`src/rtl/imem_loader_pkg.sv`:
```
// Shared types and constants for the instruction-memory loader.
// The checksum state is only reachable with IMEM_LOADER_CHECKSUM_EN.
package imem_loader_pkg;

  typedef enum logic [2:0] {
    IDLE,
    LEN_HI,
    LEN_LO,
    DATA,
    CHK,
    DONE,
    ERR
  } loader_state_t;

  localparam int LEN_BYTES = 2;
  localparam int CHK_W = 8;

endpackage

```
`src/rtl/imem_loader.sv`:
```
// Streams a length-prefixed program into instruction memory and holds the core meanwhile.
// Define IMEM_LOADER_CHECKSUM_EN to require a trailing 8-bit sum byte.
module imem_loader
  import imem_loader_pkg::*;
#(
  parameter int MEM_BYTES = 128,
  parameter int LEN_W = 16
) (
  input  logic        clk,
  input  logic        rst,
  input  logic        start,
  input  logic        rx_valid,
  input  logic [7:0]  rx_data,
  output logic        rx_ready,
  output logic        wr_en,
  output logic [31:0] wr_addr,
  output logic [7:0]  wr_data,
  output logic        core_hold,
  output logic        busy,
  output logic        done,
  output logic        error
);

  localparam int AW = (MEM_BYTES > 1) ? $clog2(MEM_BYTES) : 1;

  loader_state_t state, state_n;

  logic [AW-1:0]    cnt;
  logic [LEN_W-1:0] len;
  logic [LEN_W-1:0] len_n;
  logic             acc;
  logic             last;
  logic             len_bad;
`ifdef IMEM_LOADER_CHECKSUM_EN
  logic [CHK_W-1:0] sum;
`endif

  assign acc     = rx_valid && rx_ready;
  assign len_n   = {len[LEN_W-1:8], rx_data};
  assign len_bad = (len_n == '0) ||
                   (len_n > LEN_W'(MEM_BYTES));
  assign last    = (LEN_W'(cnt) == len - LEN_W'(1));

  always_ff @(posedge clk or posedge rst) begin
    if (rst) state <= IDLE;
    else     state <= state_n;
  end

  // Status outputs decode straight from state, so they
  // move on the same edge that launches the last write.
  always_comb begin
    state_n   = state;
    rx_ready  = 1'b0;
    busy      = 1'b0;
    done      = 1'b0;
    error     = 1'b0;
    core_hold = 1'b1;
    unique case (state)
      IDLE: begin
        if (start) state_n = LEN_HI;
      end
      LEN_HI: begin
        rx_ready = 1'b1;
        busy     = 1'b1;
        if (acc) state_n = LEN_LO;
      end
      LEN_LO: begin
        rx_ready = 1'b1;
        busy     = 1'b1;
        if (acc) state_n = len_bad ? ERR : DATA;
      end
      DATA: begin
        rx_ready = 1'b1;
        busy     = 1'b1;
        if (acc && last) begin
`ifdef IMEM_LOADER_CHECKSUM_EN
          state_n = CHK;
`else
          state_n = DONE;
`endif
        end
      end
      CHK: begin
        rx_ready = 1'b1;
        busy     = 1'b1;
`ifdef IMEM_LOADER_CHECKSUM_EN
        if (acc) state_n = (rx_data == sum) ? DONE : ERR;
`else
        state_n = ERR;
`endif
      end
      DONE: begin
        done      = 1'b1;
        core_hold = 1'b0;
        if (start) state_n = LEN_HI;
      end
      ERR: begin
        error = 1'b1;
        if (start) state_n = LEN_HI;
      end
      default: state_n = IDLE;
    endcase
  end

  always_ff @(posedge clk or posedge rst) begin
    if (rst) begin
      cnt     <= '0;
      len     <= '0;
      wr_en   <= 1'b0;
      wr_addr <= '0;
      wr_data <= '0;
`ifdef IMEM_LOADER_CHECKSUM_EN
      sum     <= '0;
`endif
    end else begin
      wr_en <= 1'b0;
      if (acc) begin
        unique case (state)
          LEN_HI: len <= LEN_W'({rx_data, 8'h00});
          LEN_LO: begin
            len <= len_n;
            cnt <= '0;
`ifdef IMEM_LOADER_CHECKSUM_EN
            sum <= '0;
`endif
          end
          DATA: begin
            wr_en   <= 1'b1;
            wr_addr <= 32'(cnt);
            wr_data <= rx_data;
            cnt     <= cnt + AW'(1);
`ifdef IMEM_LOADER_CHECKSUM_EN
            sum     <= sum + rx_data;
`endif
          end
          default: ;
        endcase
      end
    end
  end

endmodule

```
`config.mk`:
```
export PLATFORM = sky130hd
export DESIGN_NAME = imem_loader
export DESIGN_NICKNAME = d
export VERILOG_FILES = /design/src/rtl/imem_loader_pkg.sv /design/src/rtl/imem_loader.sv
export SDC_FILE = /design/constraint.sdc
export NUM_CORES = 1
export LEC_CHECK = 0
export BUFFER_PORTS_ARGS = -buffer_cell sky130_fd_sc_hd__buf_2
export CAP_MARGIN = 20
export CORE_ASPECT_RATIO = 2
export CORE_UTILIZATION = 33
export CTS_CLUSTER_SIZE = 8
export DETAILED_ROUTE_END_ITERATION = 10
export PLACE_DENSITY_LB_ADDON = 0.15
export SETUP_SLACK_MARGIN = 0.1
export SLEW_MARGIN = 20
export SYNTH_ARGS = -nofsm -noshare
export SYNTH_HDL_FRONTEND = slang
export SYNTH_SLANG_ARGS = --single-unit
```
`constraint.sdc`:
```
create_clock -name clk -period 4.5 [get_ports clk]
set_input_delay 0.45 -clock clk [delete_from_list [all_inputs] [get_ports clk]]
set_output_delay 0.45 -clock clk [all_outputs]
set_load 0.005 [all_outputs]
```
* After elaboration in Yosys (flattened, before gate mapping)
Index checks and enable logic that the tools add are counted.
** Word-level totals
- Input port bits :: 12
- Output and inout bits :: 46
- Word-level logic and storage cells :: 50
- Register bits after elaboration :: 42
** Cells by class
- Magnitude comparators :: 1
- Bitwise logic cells :: 1
- Eq/ne operators :: 11
- Reduce and logical (&&, ||, !) cells :: 14
- Muxes and demuxes :: 14
- Add/sub/neg operators :: 2
** Operators by type and width (count)
- $pmux 16 s2 :: 1
- $eq 7x16->1 :: 1
- $gt 16x8->1 const B :: 1
- $logic_not 16->1 :: 1
- $sub 16x1->16 const B :: 1
- $mux 3 :: 5
- $pmux 3 s5 :: 1
- $pmux 7 s2 :: 1
- $eq 3x3->1 const B :: 3
- $add 7x1->7 const B :: 1
- $eq 3x2->1 const B :: 2
- $mux 1 :: 6
- $ne 2x2->1 const B :: 3
- $reduce_and 2->1 :: 3
- $reduce_and 4->1 :: 1
- $reduce_bool 2->1 :: 2
- $reduce_or 4->1 :: 1
- $eq 3x1->1 const B :: 1
- $logic_not 3->1 :: 1
- $reduce_and 3->1 :: 1
- $reduce_or 3->1 :: 1
- $logic_and 1x1->1 :: 2
- $ne 2x1->1 const B :: 1
- $logic_or 1x1->1 :: 1
- $not 1->1 :: 1

* Depth between registers and ports, before layout
- Depth after elaboration :: 7
- Depth in mapped cells :: 8
- Mapped depth without buffers :: 8

* Least setup slack after synthesis
Ideal clock, no wire load.
- Path type :: reg2reg
- From :: register len[0]
- To :: register state[2]
- Stages on the path, launching flop included :: 8
- Path buffers :: 0
- Library setup time :: 0.124 ns
- Required time :: 4.376 ns
- Period minus slack after synthesis :: 2.302 ns
- Setup slack :: 2.198 ns
- Data arrival time :: 2.178 ns
- Cells stage by stage :: dfrtp_1 -> inv_1 -> ha_1 -> or4b_2 -> or4b_1 -> o21ai_0 -> a2111oi_2 -> o31a_1
** Between the ends
- Longest elaborated chain between the ends :: 5
** RTL lines
- from (decl) :: RTL line imem_loader.sv:29 : logic [LEN_W-1:0] len;
- from (signal assigned) :: RTL line imem_loader.sv:119 : LEN_HI: len <= LEN_W'({rx_data, 8'h00});
- from (signal assigned) :: RTL line imem_loader.sv:121 : len <= len_n;
- $sub 16x1->16 :: RTL line imem_loader.sv:42 : assign last = (LEN_W'(cnt) == len - LEN_W'(1));
- $eq 7x16->1 :: RTL line imem_loader.sv:42
- $logic_and 1x1->1 :: RTL line imem_loader.sv:75 : if (acc && last) begin
- $ne 2x2->1 (no source line)
- $reduce_and 4->1 (no source line)
- to (signal assigned) :: RTL line imem_loader.sv:46 : else state <= state_n;
- to (decl) :: RTL line imem_loader.sv:26 : loader_state_t state, state_n;
No other way between the ends.
A chain may end at the register's enable or synchronous reset.

* Final worst setup path
Ends and elaborated chain as after synthesis.

==> results.rst <==
.. list-table::
   :header-rows: 1

   * - Metric
     - Value
   * - Sequential element share of the synthesized area
     - ~45%
   * - Maximum vdd ir drop
     - approximately 280 uV
   * - Clock network latency to the later pin of the worst-skew pair
     - 0.28 ns
   * - Critical Path Sink Type
     - register
   * - Final Hold Violating Endpoints
     - 0
   * - Leakage power figure
     - 1.260 nW
   * - Num Clock Sinks
     - 42
   * - Data required time of the critical path
     - about 4.7 ns
   * - Number of nets in the layout
     - about 300
   * - Post-Route WL
     - 5397 um
   * - Post-CTS Setup Bufs
     - 0
   * - Detailed placer's ending HPWL
     - 4025 um
   * - Clock root buffer
     - sky130_fd_sc_hd__clkbuf_16
   * - Status
     - finished clean
   * - 1st-pass router iterations
     - 4
   * - Switching portion of total power
     - 37.80%
   * - Category of the critical setup timing path
     - register to register
   * - Count of routing violations after the opening detailed-route iteration
     - 69
   * - Combinational Power Share
     - 36.1%
   * - Synth top area cells
     - sky130_fd_sc_hd__dfrtp_1 (45%), sky130_fd_sc_hd__buf_4 (8.6%), sky130_fd_sc_hd__nand2_1 (8.0%), sky130_fd_sc_hd__mux2_2 (7.2%), sky130_fd_sc_hd__o21ai_0 (3.6%)
   * - Transition time at the pin with the least slew margin
     - 0.6265 ns
   * - Count of distinct cell types in the synthesized netlist
     - 41
   * - Critical Path AT
     - 2.60 ns
   * - Clock power share
     - a little over a fifth
   * - Initial Utilization
     - 34.00%
   * - Synthesized flop and latch total
     - 42
   * - Die Height
     - around 120 um
   * - Number of gates given a new drive strength after cts
     - 0
   * - P_sw
     - 0.6276 mW
   * - Detail-routed via count per cell
     - about 4.8
   * - Async set-or-reset flop fraction in the synthesized netlist
     - 100.0%
   * - Most frequent standard cell in the layout excluding fill and tap cells
     - sky130_fd_sc_hd__nand2_1
   * - Sequential group share of total power
     - 42.1%
   * - Post-cts hold buffer count
     - 0
   * - Cell Area, Synth
     - about 0.0024 sq mm
   * - Die Wd
     - 61.80 um
   * - Max-Cap Viols
     - 0
   * - Final antenna diode count
     - 0
   * - Period Utilization, post-route
     - 53.89%
   * - Level count of the clock H-tree
     - 2
   * - Cells after DPL
     - 364
   * - TritonCTS clock tree
     - built
   * - Cell area power density
     - 627.7 mW/mm^2
   * - Grt total ovfl
     - 0
   * - Setup clock skew after layout
     - 0.002387 ns
   * - Leading cell types in the layout, fill and taps excluded
     - sky130_fd_sc_hd__nand2_1 (50), sky130_fd_sc_hd__dfrtp_1 (42), sky130_fd_sc_hd__buf_2 (32)
   * - Global-route wire length before repair
     - 8714 um
   * - Vias post-DR
     - 1798
   * - Antenna Nets Post-Route
     - 0
   * - Fmax achieved
     - 412.3 MHz
   * - HP Class
     - primary input to asynchronous set/reset pin
   * - Number of DRC violations after detailed routing
     - 0
   * - Top cell type's share of synthesized area
     - 44.54%
   * - Placement-stage cell area
     - 0.002497 sq mm
   * - Average footprint of a synthesized cell
     - ~9.4 sq um
   * - All-layer global routing usage
     - 16.23%
   * - Full die area
     - 0.007514 sq mm
   * - Fill count
     - 718
   * - Post-route cell area
     - 0.002645 sq mm
   * - Area Overhead vs Synth
     - 12.09%
   * - Unrepaired setup endpoints after global routing
     - false
   * - Number of placement rows
     - 43
   * - Dominant cell type by area after synthesis
     - sky130_fd_sc_hd__dfrtp_1
   * - Port buffer count
     - 32
   * - Final cell count without fillers
     - approximately 370
   * - Placer's final routability congestion estimate
     - 0.8043
   * - Share of layout cells above drive strength 1
     - 22.70%
   * - Yosys warnings
     - 0
   * - Number of enable flip-flop cells after synthesis
     - 0
   * - Syn Inst Count
     - 250
   * - Number of setup violations in the final report
     - 0
   * - Category of the worst setup path launch point
     - register
   * - Count of pins over their slew limit
     - 0
   * - Buffer depth of the longest clock path
     - 2
   * - Via count of the first global-routing pass
     - 1700
   * - Cell Int Power
     - 1.033 mW
   * - I/O pin count
     - 58
   * - Avg WL per Cell
     - 14.51 um
   * - TritonCTS buffer count
     - 5
   * - TNS Setup
     - 0 ns
   * - Relative slew slack
     - roughly three fifths
   * - Maximum net fanout on the critical path
     - 5
   * - Prevailing post-synth register cell
     - sky130_fd_sc_hd__dfrtp_1
   * - Minimum period implied by the final worst setup slack
     - 2.425 ns
   * - Initial antenna violation count
     - 0
   * - Floorplan Core Area
     - 0.006940 sq mm
   * - Clock transition time at the flip-flop clock pins of the worst setup and hold paths
     - roughly 0.060 ns
   * - Final Core Density
     - 38.11%
   * - Pin count of the biggest net entering global routing
     - 43
   * - Worst Reg-to-Reg Cells
     - 7
-- synthesized netlist by cell type, drive strengths merged (3+ instances only) --
master	number
xor2	7
inv	6
nor3b	3
nor3	5
clkbuf	6
nand2	50
dfrtp	42
or4	4
o21ai	17
a21oi	4
nor2	13
nand3	6
nor4	4
nor2b	5
buf	29
xnor2	7
mux2	15
-- power by group through the flow --
stage	Combinational, mW	Clock, mW	Sequential [mW]
2_1_floorplan	0.515	0	0.626
3_3_place_gp	0.600	0	0.703
3_5_place_dp	0.609	0	0.705
4_1_cts	0.610	0.376	0.699
5_1_grt	0.690	0.387	0.721
6_report	0.600	0.361	0.699
-- stage by stage --
stage | power, mW | hold WS, ns | setup WS, ns
2_1_floorplan | 1.141 | 0.4699 | 2.198
3_3_place_gp | 1.302 | 0.4845 | 2.078
3_5_place_dp | 1.314 | 0.4879 | 2.002
4_1_cts | 1.685 | 0.3210 | 2.059
5_1_grt | 1.798 | 0.3453 | 1.937
6_report | 1.660 | 0.2932 | 2.075
-- final timing paths --
check,start,endpoint,slack [ns]
worst min register to register,wr_data[5]$_DFFE_PP0P_,wr_data[5]$_DFFE_PP0P_,0.50
worst min-delay path,rst,wr_addr[5]$_DFFE_PP0P_,0.29
worst max-delay path,len[0]$_DFFE_PP0P_,state[2]$_DFFE_PP0P_,2.07
min in group clk,rx_data[3],len[11]$_DFFE_PP0P_,0.40
max in group asynchronous,rst,len[12]$_DFFE_PP0P_,3.83
worst max register to register,len[0]$_DFFE_PP0P_,state[2]$_DFFE_PP0P_,2.07
-- layer usage --
layer  track usage, %  routed length, um  vias to the layer above
li1                 -                  -                      868
met1            18.47               2077                      862
met4            7.639                146                        0
met5                0                  0                        -
met3            2.972                217                       10
met2            27.96               2954                       58
-- area by class of cell --
cell class              count  area, sq um  share of cell area, %
clock buffers               7        142.6                  5.393
clock inverters             1        5.005                 0.1892
inverters                   6        22.52                 0.8515
multi-input cells         191         1129                  42.67
flip-flops and latches     42         1051                  39.74
well taps                  90        112.6                  4.257
repair buffers             35        182.7                  6.906
-- registers in the layout, indices dropped and copies added (netlist names) --
name     count
len         16
wr_data      8
cnt          7
wr_addr      7
state        3
wr_en        1
-- logic make-up (layout without fill, tap and decap cells) --
kind of cell / Yosys count / after routing / share of synthesized area (%)
AND/OR/NAND/NOR: 98 / 98 / 20.36
other: 1 / 25 / 0.1589
flip-flops: 42 / 42 / 44.54
XOR/XNOR: 14 / 14 / 5.196
multiplexers: 15 / 15 / 7.158
AO/OA/AOI/OAI: 37 / 37 / 10.07
adder cells (fa/ha/maj): 2 / 2 / 1.060
buffers and inverters: 41 / 49 / 11.45
-- critical path, stage by stage (launching register included) --
cell and delay (ns):
sky130_fd_sc_hd__dfrtp_1 0.42, sky130_fd_sc_hd__inv_1 0.09, sky130_fd_sc_hd__ha_1 0.21, sky130_fd_sc_hd__or4b_2 0.64, sky130_fd_sc_hd__or4b_1 0.51, sky130_fd_sc_hd__o21ai_0 0.11
sky130_fd_sc_hd__a2111oi_2 0.09, sky130_fd_sc_hd__o31a_1 0.24
No activity file was read; power rests on OpenSTA's default activity.
